File: src/rtl/gf251_pkg.sv
// Shared GF(251) types and helpers for the field-multiplier datapath and its schedulers.
package gf251_pkg;

    localparam int GF251_P      = 251;
    localparam int NREQ_DEFAULT = 4;

    typedef logic [7:0]                       gf_elem_t;
    typedef logic [$clog2(NREQ_DEFAULT)-1:0]  req_id_t;

    // Operands are < 251, so the raw product always fits in 16 bits.
    function automatic gf_elem_t gf251_reduce(input logic [15:0] prod);
        return gf_elem_t'(prod % 16'(GF251_P));
    endfunction

endpackage

File: src/rtl/gf251_mul.sv
// Two-stage GF(251) multiplier: raw product, then modular reduction.
// done/out are valid two cycles after start is sampled high.
module gf251_mul
    import gf251_pkg::*;
(
    input  logic     clk,
    input  logic     rst_n,
    input  logic     start,
    input  gf_elem_t in_1,
    input  gf_elem_t in_2,
    output logic     done,
    output gf_elem_t out
);

    logic [15:0] prod_r;
    logic        prod_v_r;
    gf_elem_t    out_r;
    logic        done_r;

    // Stage 1: capture the raw 16-bit product.
    always_ff @(posedge clk or negedge rst_n) begin
        if (!rst_n) begin
            prod_r   <= 16'd0;
            prod_v_r <= 1'b0;
        end else begin
            prod_v_r <= start;
            if (start) begin
                prod_r <= {8'd0, in_1} * {8'd0, in_2};
            end else begin
                prod_r <= prod_r;
            end
        end
    end

    // Stage 2: reduce modulo 251 and flag completion.
    always_ff @(posedge clk or negedge rst_n) begin
        if (!rst_n) begin
            out_r  <= 8'd0;
            done_r <= 1'b0;
        end else begin
            done_r <= prod_v_r;
            if (prod_v_r) begin
                out_r <= gf251_reduce(prod_r);
            end else begin
                out_r <= out_r;
            end
        end
    end

    assign done = done_r;
    assign out  = out_r;

endmodule

File: src/rtl/rr_arbiter.sv
// Combinational round-robin grant: first requester at or above ptr, wrapping.
module rr_arbiter #(
    parameter  int NREQ = 4,
    localparam int IDW  = (NREQ > 1) ? $clog2(NREQ) : 1
) (
    input  logic [NREQ-1:0] req,
    input  logic [IDW-1:0]  ptr,
    output logic [NREQ-1:0] grant
);

    // Walk the requesters starting at ptr; the first hit wins.
    always_comb begin
        logic           found;
        logic [IDW-1:0] idx;
        grant = '0;
        found = 1'b0;
        idx   = '0;
        for (int i = 0; i < NREQ; i++) begin
            idx        = IDW'((int'(ptr) + i) % NREQ);
            grant[idx] = req[idx] & ~found;
            found      = found | req[idx];
        end
    end

endmodule

File: src/rtl/gf251_mul_arbiter.sv
// Shares one pipelined gf251_mul among NREQ requesters with round-robin issue
// and a tag pipeline that routes each product back to its owner.
module gf251_mul_arbiter
    import gf251_pkg::*;
#(
    parameter  int NREQ    = 4,
    parameter  int MUL_LAT = 2,
    localparam int IDW     = $clog2(NREQ),
    localparam int CNTW    = $clog2(MUL_LAT + 1)
) (
    input  logic              i_clk,
    input  logic              i_rst_n,
    input  logic [NREQ-1:0]   req_valid,
    input  logic [8*NREQ-1:0] req_in_1,
    input  logic [8*NREQ-1:0] req_in_2,
    output logic [NREQ-1:0]   req_ready,
    output logic [NREQ-1:0]   res_valid,
    output gf_elem_t          res_out,
    output logic [IDW-1:0]    res_id,
    output logic [CNTW-1:0]   inflight,
    output logic              err
);

    localparam int INF_CAP = ((MUL_LAT + 1) > ((1 << CNTW) - 1)) ? ((1 << CNTW) - 1) : (MUL_LAT + 1);

    logic [IDW-1:0]  ptr_r;
    logic [NREQ-1:0] grant_raw_s;
    logic [NREQ-1:0] grant_s;
    logic [IDW-1:0]  gnt_id_s;
    logic            issue_s;
    gf_elem_t        mul_in_1_s;
    gf_elem_t        mul_in_2_s;
    logic            mul_start_s;
    logic            mul_done_s;
    gf_elem_t        mul_out_s;
    logic            done_eff_s;

    logic [MUL_LAT-1:0] tag_v_r;
    logic [IDW-1:0]     tag_id_r [MUL_LAT];
    logic [CNTW-1:0]    mask_r;

    logic [NREQ-1:0] res_valid_r;
    gf_elem_t        res_out_r;
    logic [IDW-1:0]  res_id_r;
    logic            retire_r;
    logic [CNTW-1:0] inflight_r;
    logic [CNTW-1:0] inflight_nxt_s;
    logic            err_r;

    rr_arbiter #(.NREQ(NREQ)) u_rr (
        .req   (req_valid),
        .ptr   (ptr_r),
        .grant (grant_raw_s)
    );

    // Grant is suppressed while reset is held so no handshake can complete.
    always_comb begin
        grant_s = grant_raw_s & {NREQ{i_rst_n}};
    end

    // One-hot grant to ID and operand mux; ungranted cycles drive zero operands.
    always_comb begin
        gnt_id_s   = '0;
        mul_in_1_s = 8'd0;
        mul_in_2_s = 8'd0;
        for (int k = 0; k < NREQ; k++) begin
            gnt_id_s   = gnt_id_s   | (IDW'(k) & {IDW{grant_s[k]}});
            mul_in_1_s = mul_in_1_s | (req_in_1[8*k +: 8] & {8{grant_s[k]}});
            mul_in_2_s = mul_in_2_s | (req_in_2[8*k +: 8] & {8{grant_s[k]}});
        end
        issue_s     = |grant_s;
        mul_start_s = issue_s;
    end

    gf251_mul u_mul (
        .clk   (i_clk),
        .rst_n (i_rst_n),
        .start (mul_start_s),
        .in_1  (mul_in_1_s),
        .in_2  (mul_in_2_s),
        .done  (mul_done_s),
        .out   (mul_out_s)
    );

    // Round-robin pointer moves just past the last winner.
    always_ff @(posedge i_clk or negedge i_rst_n) begin
        if (!i_rst_n) begin
            ptr_r <= '0;
        end else if (issue_s) begin
            ptr_r <= (gnt_id_s == IDW'(NREQ - 1)) ? '0 : gnt_id_s + IDW'(1);
        end else begin
            ptr_r <= ptr_r;
        end
    end

    // Tag pipeline: last stage lines up with the multiplier's done.
    always_ff @(posedge i_clk or negedge i_rst_n) begin
        if (!i_rst_n) begin
            tag_v_r <= '0;
            for (int i = 0; i < MUL_LAT; i++) begin
                tag_id_r[i] <= '0;
            end
        end else begin
            tag_v_r[0]  <= issue_s;
            tag_id_r[0] <= gnt_id_s;
            for (int i = 1; i < MUL_LAT; i++) begin
                tag_v_r[i]  <= tag_v_r[i-1];
                tag_id_r[i] <= tag_id_r[i-1];
            end
        end
    end

    // Ignore done for MUL_LAT cycles after reset so stale completions are not seen.
    always_ff @(posedge i_clk or negedge i_rst_n) begin
        if (!i_rst_n) begin
            mask_r <= CNTW'(MUL_LAT);
        end else if (mask_r != '0) begin
            mask_r <= mask_r - CNTW'(1);
        end else begin
            mask_r <= mask_r;
        end
    end

    assign done_eff_s = mul_done_s & (mask_r == '0);

    // Registered return path and sticky tag/done disagreement flag.
    always_ff @(posedge i_clk or negedge i_rst_n) begin
        if (!i_rst_n) begin
            res_valid_r <= '0;
            res_out_r   <= 8'd0;
            res_id_r    <= '0;
            retire_r    <= 1'b0;
            err_r       <= 1'b0;
        end else begin
            res_valid_r <= '0;
            if (tag_v_r[MUL_LAT-1] & done_eff_s) begin
                res_valid_r[tag_id_r[MUL_LAT-1]] <= 1'b1;
            end else begin
                res_valid_r <= '0;
            end
            res_out_r <= mul_out_s;
            res_id_r  <= tag_id_r[MUL_LAT-1];
            retire_r  <= tag_v_r[MUL_LAT-1];
            err_r     <= err_r | (done_eff_s != tag_v_r[MUL_LAT-1]);
        end
    end

    // Occupancy tracks issues against retiring tags; it saturates rather than wraps.
    always_comb begin
        inflight_nxt_s = inflight_r;
        case ({issue_s, retire_r})
            2'b10: begin
                if (inflight_r == CNTW'(INF_CAP)) begin
                    inflight_nxt_s = inflight_r;
                end else begin
                    inflight_nxt_s = inflight_r + CNTW'(1);
                end
            end
            2'b01: begin
                if (inflight_r == '0) begin
                    inflight_nxt_s = inflight_r;
                end else begin
                    inflight_nxt_s = inflight_r - CNTW'(1);
                end
            end
            default: inflight_nxt_s = inflight_r;
        endcase
    end

    // Occupancy register.
    always_ff @(posedge i_clk or negedge i_rst_n) begin
        if (!i_rst_n) begin
            inflight_r <= '0;
        end else begin
            inflight_r <= inflight_nxt_s;
        end
    end

    assign req_ready = grant_s;
    assign res_valid = res_valid_r;
    assign res_out   = res_out_r;
    assign res_id    = res_id_r;
    assign inflight  = inflight_r;
    assign err       = err_r;

endmodule

File: config.mk
export PLATFORM = sky130hd
export DESIGN_NAME = gf251_mul_arbiter
export DESIGN_NICKNAME = d
export VERILOG_FILES = /design/src/rtl/gf251_pkg.sv /design/src/rtl/gf251_mul.sv /design/src/rtl/rr_arbiter.sv /design/src/rtl/gf251_mul_arbiter.sv
export SDC_FILE = /design/constraint.sdc
export NUM_CORES = 1
export LEC_CHECK = 0
export BUFFER_PORTS_ARGS = -buffer_cell sky130_fd_sc_hd__buf_2
export CORE_AREA = 5 5 144 146
export DETAILED_ROUTE_END_ITERATION = 8
export DIE_AREA = 0 0 149 151
export PLACE_DENSITY = 0.69
export REMOVE_ABC_BUFFERS = 1
export SLEW_MARGIN = 25
export SYNTH_ARGS = -nofsm -noshare
export SYNTH_HDL_FRONTEND = slang
export SYNTH_SLANG_ARGS = --single-unit
File: constraint.sdc
create_clock -name i_clk -period 10.5 [get_ports i_clk]
set_clock_uncertainty 0.15 [all_clocks]
set_input_delay 0.525 -clock i_clk [delete_from_list [all_inputs] [get_ports i_clk]]
set_output_delay 0.525 -clock i_clk [all_outputs]
set_load 0.005 [all_outputs]
==> results.yml <==
routing:
  drt_iter0_markers: 499
  vias: 7117
  drtAntennaViolNets: 0
  first_pass_iters: 7
  vias_per_cell: 5.63
  wl_um: 18300
  drc: 0
  wl_per_cell_um: 14.5
global_route:
  antenna_found_initial: 0
  grt-ovfl-total: 0
  grt_pass1_vias: 6719
  grt_use_total: 0.161
  grt_pass1_wl_um: 31000
  grt_start_max_net_pins: 54
clock_tree:
  numClockSinks: 52
  cts_hold_buf: 0
  clkSlewWorstSetupHoldPaths_ns: 0.07
  cts_tree: "done"
  max-clock-path-buffers: 2
  post_cts_buffers: 0
  cts-root-buf: "clkbuf_16"
  clk-insertion-delay-late_ns: 0.29
  htreeDepth: 2
  numCtsBuffers: 5
  postCtsResizedCells: 0
setup_path:
  worstPathMaxFanout: 28
  critPathTopFamily: "compound AO/OA/AOI/OAI gates"
  slowest_stage: "dfrtp_1"
  worst-path-buf-inv: 2
  cpPeakStageDelay_ns: 0.86
  r2r_start: "u_mul.prod_r[15]"
  crit_required_ns: 10.54
  crit_path_end_kind: "flip-flop"
  path_class: "reg2reg"
  worstSetupStartpoint: "u_mul.prod_r[15]"
  crit_arrival_ns: 9.39
  cp-start-kind: "flip-flop"
run:
  maxCapViolCount: 0
timing:
  timing.fmax_mhz: 107
  slew_violations: 0
  worst_slew_pin_slew_ns: 0.992
  post-route-period-util: 0.891
  relSlewSlack: 0.339
  setup_tns_ns: 0
  setup_viol: 0
  hold_viol: 0
  period_needed_ns: 9.35
  setup_slack_ns: 1.15
  rsz0062_at_grt: "false"
final_layout:
  area_growth_pct: 10.9
  multi_input_area_um2: 5750
  fill_cells: 1972
  drive_gt1_frac: 0.178
  antennaDiodeCount: 0
  register_area_um2: 1300
  final_net_count: 1149
  fin_cells: 1264
logic_synthesis:
  synth_edf_count: 0
  synth.yosys.warnings: 0
  syn_inst: 934
  synth_cell_type_count: 105
  syn_avg_cell_area_um2: 8.09
  yosysSeqAreaShare: 0.172
  synth_area_um2: 7560
  async_flop_share: 1.00
  ys.flop_type: "dfrtp_1"
  ys_ff_latch: 52
worst_hold_path:
  hold_class: "in2async"
outcome:
  status: "complete, no violations"
place:
  dp_hpwl_um: 14400
  post-place-ws_ns: 1.20
  port-buffer-count: 90
  placed_cells: 1254
  routabilityCongestion: 0.909
floorplanning:
  dieArea_um2: 22500
  ios: 91
  die_w_um: 149
  design.core.area_um2: 19300
  initial_core_util: 0.392
  rows: 51
  die_h_um: 151
## cell usage after synthesis, types with 4 or more instances
cell | n | area share
nand2_1 | 96 | 0.048
nor2_1 | 85 | 0.042
inv_1 | 81 | 0.040
a21oi_1 | 55 | 0.036
dfrtp_1 | 51 | 0.17
ha_1 | 45 | 0.075
o21ai_0 | 37 | 0.025
fa_1 | 36 | 0.095
nor3_1 | 32 | 0.021
clkbuf_1 | 27 | 0.013
xnor2_1 | 25 | 0.029
nand3_1 | 22 | 0.015
a211oi_1 | 18 | 0.018
a221oi_1 | 15 | 0.017
mux2i_1 | 15 | 0.020
a21o_1 | 14 | 0.014
a22o_1 | 14 | 0.016
a22oi_1 | 11 | 0.011
a31oi_1 | 11 | 0.0091
and3_1 | 11 | 0.0091
nand2b_1 | 11 | 0.0091
o31ai_1 | 11 | 0.011
and2_1 | 10 | 0.0083
or2_2 | 10 | 0.0083
buf_2 | 8 | 0.0053
mux2_2 | 7 | 0.010
o211ai_1 | 6 | 0.0060
o21a_1 | 6 | 0.0060
or3_1 | 6 | 0.0050
a211o_1 | 5 | 0.0058
buf_4 | 5 | 0.0050
nand4_1 | 5 | 0.0041
nor2b_1 | 5 | 0.0041
o21ai_1 | 5 | 0.0033
o221ai_1 | 5 | 0.0058
o22ai_1 | 5 | 0.0041
xor2_1 | 5 | 0.0058
a31o_2 | 4 | 0.0046
maj3_1 | 4 | 0.0053
or4_1 | 4 | 0.0040
## cells in the final DEF (no fill, tap or decap), types with 14 or more instances in the layout
master	netlist	final
nand3_1	22	22
a22o_1	14	14
buf_2	8	92
a221oi_1	15	15
fa_1	36	36
a21o_1	14	14
nor3_1	32	31
dfrtp_1	51	51
mux2i_1	15	15
xnor2_1	25	24
o21ai_0	37	37
a21oi_1	55	55
nor2_1	85	85
inv_1	81	81
nand2_1	96	96
ha_1	45	45
a211oi_1	18	14
## final timing paths
kind,slack [ns],end,cells after the start
setup reg to reg,1.15,u_mul.out[4],30
max in group asynchronous,9.55,res_out[5],2
hold reg to reg,0.20,tag_id_r[1],0
hold / removal,0.19,u_mul.prod_r[15],2
min in group i_clk,0.20,tag_id_r[1],0
setup / recovery,1.15,u_mul.out[4],30
## worst reg2reg max path, delay by kind of cell (launching register included)
kind                     cells  cell delay [ns]
AO/OA/AOI/OAI               14             4.20
AND/OR/NAND/NOR              8             2.05
flip-flops                   1             0.86
adder cells (fa/ha/maj)      2             0.60
multiplexers                 2             0.48
XOR/XNOR                     2             0.48
buffers and inverters        2             0.45
## flip-flops by register name, summed over array words and instances, names as in the netlist, 2 cells and up
register	count
u_mul.prod_r	16
res_out	8
u_mul.out	8
res_valid	4
tag_id_r	4
inflight	2
mask_r	2
ptr_r	2
res_id	2
tag_v_r	2
## logic make-up (layout without fill, tap and decap cells)
kind of cell,count (synthesis),count (layout),synth area share
and+or+nand+nor,329,329,0.219
AOI/OAI and AO/OA,280,280,0.282
buffers and inverters,130,195,0.0714
adders and majority gates,85,85,0.175
DFF,52,52,0.172
xor gates and xnor gates,31,31,0.0369
muxes,27,27,0.0432
## cell type report
| type | count | area share |
|---|---|---|
| clock buffer | 6 | 0.0154 |
| clock inverter | 2 | 0.00194 |
| inverter | 85 | 0.0381 |
| multi-input combinational | 752 | 0.686 |
| sequential | 52 | 0.155 |
| tap | 265 | 0.0396 |
| timing repair buffer | 102 | 0.0636 |
## per-stage QoR
step	hold WS, ns	cell area (µm²)	util
floorplan	0.0794	7340	-
global placement	0.184	8210	0.426
detailed placement	0.186	8220	0.426
CTS	0.202	8360	0.434
global route	0.215	8380	0.435
finish	0.188	8380	0.435
## routing by layer
metal,wire length (µm),vias to the layer above,track usage
li1,-,3526,-
met1,8480,3367,0.216
met2,8770,212,0.279
met3,836,12,0.0177
met4,214,0,0.0384
met5,0,-,0
Power is left out: the tool's default activity adds up to more than one toggle a clock period on the data nets, which glitch-free logic cannot reach.
